## src/rtl/top_details_pkg.sv

```systemverilog
// Shared top-level controller definitions: configuration sub-state codes
// driven on the serial config bus, and the master-side receiver states.
package top_details;

  // Sub-state code that accompanies each configuration bit.
  typedef enum logic [2:0] {
    config_start  = 3'd1,
    config_middle = 3'd2,
    config_last   = 3'd3,
    config_done   = 3'd4
  } config_sub_state_t;

  // No bit is presented on the bus this cycle.
  localparam logic [2:0] CONFIG_IDLE = 3'd0;

  // Receiver progress through one configuration frame.
  typedef enum logic [1:0] {
    IDLE      = 2'd0,
    SHIFT     = 2'd1,
    WAIT_DONE = 2'd2
  } config_rx_state_t;

endpackage

```

## src/rtl/master_config_rx.sv

```systemverilog
// Master-side configuration receiver. Deserialises one MSB-first frame
// {slave_id, read_write, ext_write, start_addr, end_addr}, checks its length
// and address ordering, then publishes the fields with a one-cycle valid
// pulse. Malformed frames produce a one-cycle error pulse instead.
module master_config_rx
  import top_details::*;
#(
  parameter int SLAVE_ID_W = 2,
  parameter int ADDR_W     = 12
) (
  input  logic                  clk,
  input  logic                  rst,
  input  logic [2:0]            config_state,
  input  logic                  config_bit,
  output logic [SLAVE_ID_W-1:0] slave_id,
  output logic                  read_write,
  output logic                  ext_write,
  output logic [ADDR_W-1:0]     start_addr,
  output logic [ADDR_W-1:0]     end_addr,
  output logic                  cfg_valid,
  output logic                  cfg_error,
  output logic                  rx_busy
);

  localparam int FRAME_LEN = SLAVE_ID_W + 2 + 2 * ADDR_W;
  localparam int CNT_W     = $clog2(FRAME_LEN + 1);

  // Bit positions of each field inside the fully shifted frame.
  localparam int END_LSB   = 0;
  localparam int START_LSB = ADDR_W;
  localparam int EXT_POS   = 2 * ADDR_W;
  localparam int RW_POS    = 2 * ADDR_W + 1;
  localparam int SID_LSB   = 2 * ADDR_W + 2;

  localparam logic [CNT_W-1:0] CNT_ONE      = CNT_W'(1);
  localparam logic [CNT_W-1:0] CNT_FULL     = CNT_W'(FRAME_LEN);
  localparam logic [CNT_W-1:0] CNT_LAST_MID = CNT_W'(FRAME_LEN - 1);

  config_rx_state_t        state_r, next_state_s;
  logic [FRAME_LEN-1:0]    shift_r, shift_nxt_s, shifted_s;
  logic [CNT_W-1:0]        bit_cnt_r, cnt_nxt_s, cnt_inc_s;
  logic                    valid_nxt_s, error_nxt_s, load_s;

  logic [SLAVE_ID_W-1:0]   slave_id_r;
  logic                    read_write_r, ext_write_r;
  logic [ADDR_W-1:0]       start_addr_r, end_addr_r;
  logic                    cfg_valid_r, cfg_error_r, rx_busy_r;

  logic [SLAVE_ID_W-1:0]   sid_fld_s;
  logic                    rw_fld_s, ext_fld_s;
  logic [ADDR_W-1:0]       start_fld_s, end_fld_s;

  assign shifted_s = {shift_r[FRAME_LEN-2:0], config_bit};
  assign cnt_inc_s = bit_cnt_r + CNT_ONE;

  assign sid_fld_s   = shift_r[SID_LSB +: SLAVE_ID_W];
  assign rw_fld_s    = shift_r[RW_POS];
  assign ext_fld_s   = shift_r[EXT_POS];
  assign start_fld_s = shift_r[START_LSB +: ADDR_W];
  assign end_fld_s   = shift_r[END_LSB +: ADDR_W];

  // Next-state, shift/count update and pulse decisions for each bus code.
  always_comb begin
    next_state_s = state_r;
    shift_nxt_s  = shift_r;
    cnt_nxt_s    = bit_cnt_r;
    valid_nxt_s  = 1'b0;
    error_nxt_s  = 1'b0;
    load_s       = 1'b0;
    case (state_r)
      IDLE: begin
        case (config_state)
          config_start: begin
            shift_nxt_s  = shifted_s;
            cnt_nxt_s    = CNT_ONE;
            next_state_s = SHIFT;
          end
          config_middle, config_last: begin
            error_nxt_s = 1'b1;
          end
          default: begin
            next_state_s = IDLE;
          end
        endcase
      end
      SHIFT: begin
        case (config_state)
          config_middle: begin
            if (bit_cnt_r < CNT_LAST_MID) begin
              shift_nxt_s = shifted_s;
              cnt_nxt_s   = cnt_inc_s;
            end else begin
              // One more middle bit than the frame can hold.
              error_nxt_s  = 1'b1;
              next_state_s = IDLE;
            end
          end
          config_last: begin
            shift_nxt_s = shifted_s;
            cnt_nxt_s   = cnt_inc_s;
            if (cnt_inc_s == CNT_FULL) begin
              next_state_s = WAIT_DONE;
            end else begin
              error_nxt_s  = 1'b1;
              next_state_s = IDLE;
            end
          end
          config_start: begin
            // Sender restarted: drop the partial frame, keep this bit.
            error_nxt_s  = 1'b1;
            shift_nxt_s  = shifted_s;
            cnt_nxt_s    = CNT_ONE;
            next_state_s = SHIFT;
          end
          config_done: begin
            error_nxt_s  = 1'b1;
            next_state_s = IDLE;
          end
          default: begin
            next_state_s = SHIFT;
          end
        endcase
      end
      WAIT_DONE: begin
        case (config_state)
          config_done: begin
            if (start_fld_s <= end_fld_s) begin
              valid_nxt_s = 1'b1;
              load_s      = 1'b1;
            end else begin
              error_nxt_s = 1'b1;
            end
            next_state_s = IDLE;
          end
          config_start: begin
            error_nxt_s  = 1'b1;
            shift_nxt_s  = shifted_s;
            cnt_nxt_s    = CNT_ONE;
            next_state_s = SHIFT;
          end
          config_middle, config_last: begin
            error_nxt_s  = 1'b1;
            next_state_s = IDLE;
          end
          default: begin
            next_state_s = WAIT_DONE;
          end
        endcase
      end
      default: begin
        next_state_s = IDLE;
      end
    endcase
  end

  // State, shift register, counter and registered outputs.
  always_ff @(posedge clk) begin
    if (rst) begin
      state_r      <= IDLE;
      shift_r      <= '0;
      bit_cnt_r    <= '0;
      slave_id_r   <= '0;
      read_write_r <= 1'b0;
      ext_write_r  <= 1'b0;
      start_addr_r <= '0;
      end_addr_r   <= '0;
      cfg_valid_r  <= 1'b0;
      cfg_error_r  <= 1'b0;
      rx_busy_r    <= 1'b0;
    end else begin
      state_r     <= next_state_s;
      shift_r     <= shift_nxt_s;
      bit_cnt_r   <= cnt_nxt_s;
      cfg_valid_r <= valid_nxt_s;
      cfg_error_r <= error_nxt_s;
      rx_busy_r   <= (next_state_s != IDLE);
      if (load_s) begin
        slave_id_r   <= sid_fld_s;
        read_write_r <= rw_fld_s;
        ext_write_r  <= ext_fld_s;
        start_addr_r <= start_fld_s;
        end_addr_r   <= end_fld_s;
      end
    end
  end

  assign slave_id   = slave_id_r;
  assign read_write = read_write_r;
  assign ext_write  = ext_write_r;
  assign start_addr = start_addr_r;
  assign end_addr   = end_addr_r;
  assign cfg_valid  = cfg_valid_r;
  assign cfg_error  = cfg_error_r;
  assign rx_busy    = rx_busy_r;

endmodule

```

## config.mk

```make
export PLATFORM = sky130hd
export DESIGN_NAME = master_config_rx
export DESIGN_NICKNAME = d
export VERILOG_FILES = /design/src/rtl/top_details_pkg.sv /design/src/rtl/master_config_rx.sv
export SDC_FILE = /design/constraint.sdc
export NUM_CORES = 1
export LEC_CHECK = 0
export CORE_MARGIN = 1
export CORE_UTILIZATION = 30
export CTS_CLUSTER_SIZE = 40
export DETAILED_ROUTE_END_ITERATION = 8
export GPL_TIMING_DRIVEN = 0
export HOLD_SLACK_MARGIN = 0.08
export PLACE_DENSITY = 0.49
export SLEW_MARGIN = 0
export SYNTH_ARGS = -nofsm -noshare
export SYNTH_HDL_FRONTEND = slang
export SYNTH_SLANG_ARGS = --single-unit
export TNS_END_PERCENT = 20
```

## constraint.sdc

```tcl
create_clock -name clk -period 2 [get_ports clk]
set_input_delay 0.3 -clock clk [delete_from_list [all_inputs] [get_ports clk]]
set_output_delay 0.3 -clock clk [all_outputs]
set_load 0.01 [all_outputs]
```

==> results of run 1 <==
==> sequential cells by signal, indices dropped and copies added (netlist names) <==
signal      flops
bit_cnt_r       5
cfg_error       1
cfg_valid       1
end_addr       12
ext_write       1
read_write      1
rx_busy         1
shift_r        28
slave_id        2
start_addr     12
state_r         2
==> cells in the final DEF (no fill, tap or decap), types with 2 or more instances in the layout <==
cell type and instances:
nor2b_1 2, mux2i_1 54, a31oi_1 2, a21oi_2 8
buf_2 3, a21oi_1 8, nor2_2 3, a41oi_1 2
clkdlybuf4s50_1 34, a22oi_1 2, nand3_1 2, buf_12 3
ha_1 6, o21ai_2 4, inv_1 13, ha_4 7
buf_6 2, nand2_1 9, a311oi_1 2, nand4_4 2
buf_4 5, clkbuf_1 8, dfxtp_1 65, clkbuf_8 10
nor3_1 2, nand2b_1 58, clkinv_2 3, o21ai_0 3
nor2_1 7
==> worst register-to-register path, stage by stage (launching register included) <==
cell and delay (ns):
dfxtp_1 0.33, inv_1 0.06, ha_1 0.34, nand4_4 0.14
nor2_2 0.13, a21oi_2 0.09, buf_12 0.13, o221ai_4 0.18
buf_12 0.15, clkbuf_16 0.15, mux2i_1 0.17
==> per-stage QoR <==
step                      instance area [um^2]   util  power, uW
final                                     4010  0.407       2580
after global routing                      4010  0.407       2680
after CTS                                 3820  0.387       2610
after detailed placement                  3590  0.364       1490
after global placement                    3590  0.364       1490
after floorplan                           3080      -       1450
==> layer usage <==
| layer | up-vias | part of all wire | GRT usage |
|---|---|---|---|
| li1 | 1133 | - | - |
| met1 | 1032 | 0.48 | 0.163 |
| met2 | 25 | 0.48 | 0.230 |
| met3 | 7 | 0.027 | 0.0383 |
| met4 | 0 | 0.014 | 0.0488 |
| met5 | - | 0 | 0 |
==> cell families after synthesis <==
logic type | synth area share
XOR/XNOR | 0.00569
AND/OR/NAND/NOR | 0.185
flip-flops | 0.429
AO/OA/AOI/OAI | 0.0991
buffers and inverters | 0.0503
adder cells (fa/ha/maj) | 0.0528
multiplexers | 0.179
==> path summary, 6_finish.rpt <==
kind	end	slack, ns
worst max-delay path	start_addr[7]	0.05
worst min-delay path	end_addr[1]	0.48
worst max register to register	start_addr[7]	0.05
worst min register to register	end_addr[1]	0.48
==> final cells by class <==
class | instances | area (um^2) | area share
clock buffer | 11 | 141 | 0.0352
timing repair buffer | 40 | 432 | 0.108
inverter | 13 | 48.8 | 0.0122
sequential | 66 | 1320 | 0.329
clock inverter | 5 | 53.8 | 0.0134
buffer | 15 | 95.1 | 0.0237
multi-input combinational | 205 | 1750 | 0.437
tap | 133 | 166 | 0.0415
==> power by group <==
| part | internal, uW | switching, uW | total (uW) |
|---|---|---|---|
| sequential | 1320 | 5.51 | 1320 |
| combinational | 66.7 | 71.7 | 138 |
| clock | 606 | 515 | 1120 |
==> what timing repair did <==
| action | in CTS | in global routing |
|---|---|---|
| resized for setup | 2 | 22 |
| buffers inserted | 2 | 3 |
| pin swaps | 3 | 7 |
| setup endpoints to repair | 20 | 24 |
| cloned | 0 | 1 |
==> out/results.tsv, run 1 <==
metric	value	unit
status	finished, final reports clean	
critPathMostFrequentCell	buf_12	
clk_pin_slew	0.07	ns
worstMarginPinSlew	0.497	ns
crit_slowest_cell	dfxtp_1	
synth_seq_cells	66	
hpwl	4.73	mm
start_kind	register	
layout_setup_ws	0.0541	ns
root_buffer	clkbuf_8	
routed_wirelength	6.67	mm
vias	2197	
path_cells	inv_1, ha_1, nand4_4, nor2_2, a21oi_2, buf_12, o221ai_4, buf_12, clkbuf_16, mux2i_1	
yosysUniqueCellTypes	47	
yosysWarnings	0	
synth_edf_count	0	
synth.cell_area	0.00308	mm^2
dpl_worst_slack	-0.147	ns
port_buffers	34	
antenna_left	0	
worstSetupStartpoint	shift_r[10]	
end_kind	register	
period_share	0.973	
yosysMostFrequentCell	dfxtp_1	
area_growth	30.2	%
setup_viol	0	
cts.path.max_buffers	2	
htreeDepth	3	
num-nets-final	369	
syn_nets	319	
power_density	643	mW/mm^2
ios	37	
die_x	103	um
dr.pass1.iters	3	
overflow	0	
fin_setup_tns	0	ns
cp.arrival	2.22	ns
hold_path.class	register to register	
drive_above_1_share	0.177	
report.final.slew_viol_count	0	
cp.buffers_inverters	4	
fp.coreArea	0.00986	mm^2
rows	36	
path_max_fanout	5	
fin_cells	488	
vias_per_cell	4.50	
grtUsageTotal	0.135	
cp.depth	10	
grt_pass1_vias	2228	
r2r_start	shift_r[10]	
max-vdd-ir-drop	266	uV
drcViolationCount	0	
grt_start_max_net_pins	12	
critical-path-top-delay-family	buffers and inverters	
max_freq	0.514	GHz
routabilityCongestion	0.787	
synth_area_leader_cell	dfxtp_1	
cts_tree	yes	
slew_headroom	0.669	
ctsHoldBuffers	0	
die_area	0.0107	mm^2
synth_top_area_frac	0.429	
slowest_delay	0.33	ns
clk_latency	0.35	ns
ys_top_cells_by_count	66 x dfxtp_1, 58 x nand2b_1, 55 x mux2i_1	
synth.area.top_cells	dfxtp_1 43%, mux2i_1 18%, nand2b_1 12%	
cp.required	2.28	ns
r2r_cells	10	
hold_slack	0.476	ns
p_leak	0.00147	uW
synth-main-ff-cell	dfxtp_1	
rsz0062_at_grt	true	
wire_per_inst	13.7	um
grt_pass1_wl	10.8	mm
detail_route.iter0.violations	56	
placed_cells	467	
timing.final.hold_violations	0	
yosysSeqAreaShare	0.429	
min_from	end_addr[1]	
syn_area_per_cell	10.3	um^2
antennaDiodeCount	0	
cts_buffers	9	
async_flop_share	0	
critPathKind	register to register	
start_util	0.312	
antenna_found_initial	0	
synth_cells	300	
die_y	103	um
maxCapViolCount	0	
hold_depth	2	
fill_cells	994	
finClkSkew	0.0121	ns
period_needed	1.95	ns
cts_sinks	66	
(Power assumes the default switching activity.)
==> run 2, diff against run 1 <==
--- a/config.mk
+++ b/config.mk
@@ -5,6 +5,7 @@
 export SDC_FILE = /design/constraint.sdc
 export NUM_CORES = 1
 export LEC_CHECK = 0
+export CORE_ASPECT_RATIO = 0.75
 export CORE_MARGIN = 1
 export CORE_UTILIZATION = 30
 export CTS_CLUSTER_SIZE = 40
@@ -16,4 +17,4 @@
 export SYNTH_ARGS = -nofsm -noshare
 export SYNTH_HDL_FRONTEND = slang
 export SYNTH_SLANG_ARGS = --single-unit
-export TNS_END_PERCENT = 20
+export TNS_END_PERCENT = 5
==> run 2 against run 1 <==
Net effect:
- core utilization is 1.5 points higher
- critical path depth is 2 lower
- sequential power about the same
- via count up 2.6%
- die area hardly changed
- routed wire length up 4.7%
- largest cell class unchanged
- highest routed layer unchanged
==> out/results.tsv, run 2 (synthesis gave the netlist of run 1 again) <==
metric	value	unit	change
routabilityCongestion	0.757		-3.8%
grt_pass1_vias	2111		-5.3%
max_freq	0.527	GHz	+2.6%
max-vdd-ir-drop	353	uV	+33%
layout_common_cells	61 x dfxtp_1, 58 x nand2b_1, 55 x mux2i_1		
crit_slowest_cell	dfxtp_1		
whs_endpoint	end_addr[1]		
routed_wirelength	6.99	mm	+4.7%
num-nets-final	369		unchanged
fin_util	0.422		+0.0146
die_y	89.8	um	-13%
fin_cells	487		-0.20%
slowest_delay	0.35	ns	+0.02 ns
root_buffer	clkbuf_16		
seq_area	0.00133	mm^2	+0.38%
r2r_cells	8		-2
grtUsageTotal	0.134		-0.00164
worstMarginPinSlew	0.520	ns	+0.0233 ns
dpl_worst_slack	-0.126	ns	+0.0204 ns
overflow	0		unchanged
period_needed	1.90	ns	-0.0497 ns
vias	2254		+2.6%
fp.coreArea	0.00981	mm^2	-0.52%
clk_pin_slew	0.06	ns	about the same
wire_per_inst	14.3	um	+5.0%
total_power	3160	uW	+22%
status	finished, final reports clean		
path_cells	inv_1, ha_4, nand4_4, nor3_4, o221a_1, buf_6, clkbuf_16, mux2i_1		
port_buffers	34		unchanged
multiInputGateArea	0.00177	mm^2	+1.1%
worstReg2RegEnd	ext_write		
grt_start_max_net_pins	12		unchanged
r2r_start	shift_r[4]		
htreeDepth	3		unchanged
report.final.slew_viol_count	0		unchanged
die_area	0.0107	mm^2	about the same
slew_headroom	0.653		-0.0155
maxCapViolCount	0		unchanged
regMostFlops	shift_r		
dr.pass1.iters	4		+1
die_x	119	um	+15%
timing.final.hold_violations	0		unchanged
hold_path.class	register to register		
final_common_cell	dfxtp_1		
antenna_left	0		unchanged
setup_viol	0		unchanged
critPathKind	register to register		
drcViolationCount	0		unchanged
start_kind	register		
detail_route.iter0.violations	83		+48%
finClkSkew	0.00608	ns	-0.00604 ns
cts_sinks	66		unchanged
placed_cells	466		-0.21%
cts.path.max_buffers	2		unchanged
vias_per_cell	4.63		+2.8%
grt_pass1_wl	10.9	mm	+0.64%
reg2reg_setup_slack	0.10	ns	+0.05 ns
drive_above_1_share	0.183		+0.00563
cp.required	2.27	ns	about the same
period_share	0.948		-0.0248
ctsHoldBuffers	0		unchanged
antenna_found_initial	0		unchanged
min_from	end_addr[1]		
antennaDiodeCount	0		unchanged
layout_setup_ws	0.104	ns	+0.0497 ns
largest_register_ffs	28		unchanged
ios	37		unchanged
start_util	0.314		+0.00163
cp.arrival	2.16	ns	-0.06 ns
fill_cells	978		-1.6%
cts_tree	yes		
rows	31		-14%
end_kind	register		
clk_latency	0.33	ns	-0.02 ns
hold_depth	2		unchanged
cts_buffers	9		unchanged
p_leak	0.00150	uW	+2.6%
hpwl	4.84	mm	+2.2%
path_max_fanout	5		unchanged
power_density	764	mW/mm^2	+19%
area_growth	34.2	%	
## run 2: cell types whose count changed in the layout (fill, tap and decap cells not counted), sizes merged
cell	before	now
bufinv	1	2
clkinv	4	2
clkinvlp	0	1
## run 2: power by group
part / switching [uW] / internal (uW) / total, uW
clock: 579 / 1120 / 1700
sequential: 5.45 / 1320 / 1330
combinational: 70.6 / 63.2 / 134
## run 2: final cells by class
type,instances,share of cell area
Multi-Input combinational cell,205,0.429
Clock inverter,5,0.0188
Timing Repair Buffer,39,0.0956
Buffer,16,0.0257
Clock buffer,11,0.0587
Tap cell,132,0.0399
Inverter,13,0.0118
Sequential cell,66,0.321
## run 2: timing repair
item / in CTS / in global routing
setup endpoints to repair: 20 / 25
pin swaps: 2 / 5
setup buffers: 2 / 2
cloned: 0 / 1
gates resized for setup: 2 / 22
## run 2: through the flow
step	hold WS, ns	instance area [um^2]	setup TNS (ns)
final	0.470	4140	0
after global routing	0.494	4140	-0.0575
after CTS	0.477	3930	-0.0859
after detailed placement	0.460	3590	-2.13
after global placement	0.459	3590	-2.27
after floorplan	0.436	3080	0
## run 2: critical path, delay by kind of cell, from the launching register on
kind            cells  cell delay, ns
mux                 1            0.17
compound gates      1            0.25
simple gates        2            0.41
fa+ha+maj           1            0.27
buf+inv             3            0.37
flops               1            0.35
## run 2: per-layer routing
layer  global-route usage  vias to the layer above  routed length, um
met5                    0                        -                  0
met4               0.0443                        0                 70
met3               0.0584                        7                336
met2                0.186                       36               3010
met1                0.183                     1069               3570
li1                     -                     1142                  -
## run 2: worst max path at each step
stage,end,cells after the start,start
finish,ext_write,8,shift_r[4]
global route,end_addr[5],8,shift_r[6]
CTS,end_addr[5],9,shift_r[11]
detailed placement,end_addr[5],7,config_state[1]
global placement,start_addr[11],7,config_state[1]
floorplan,start_addr[8],9,shift_r[3]
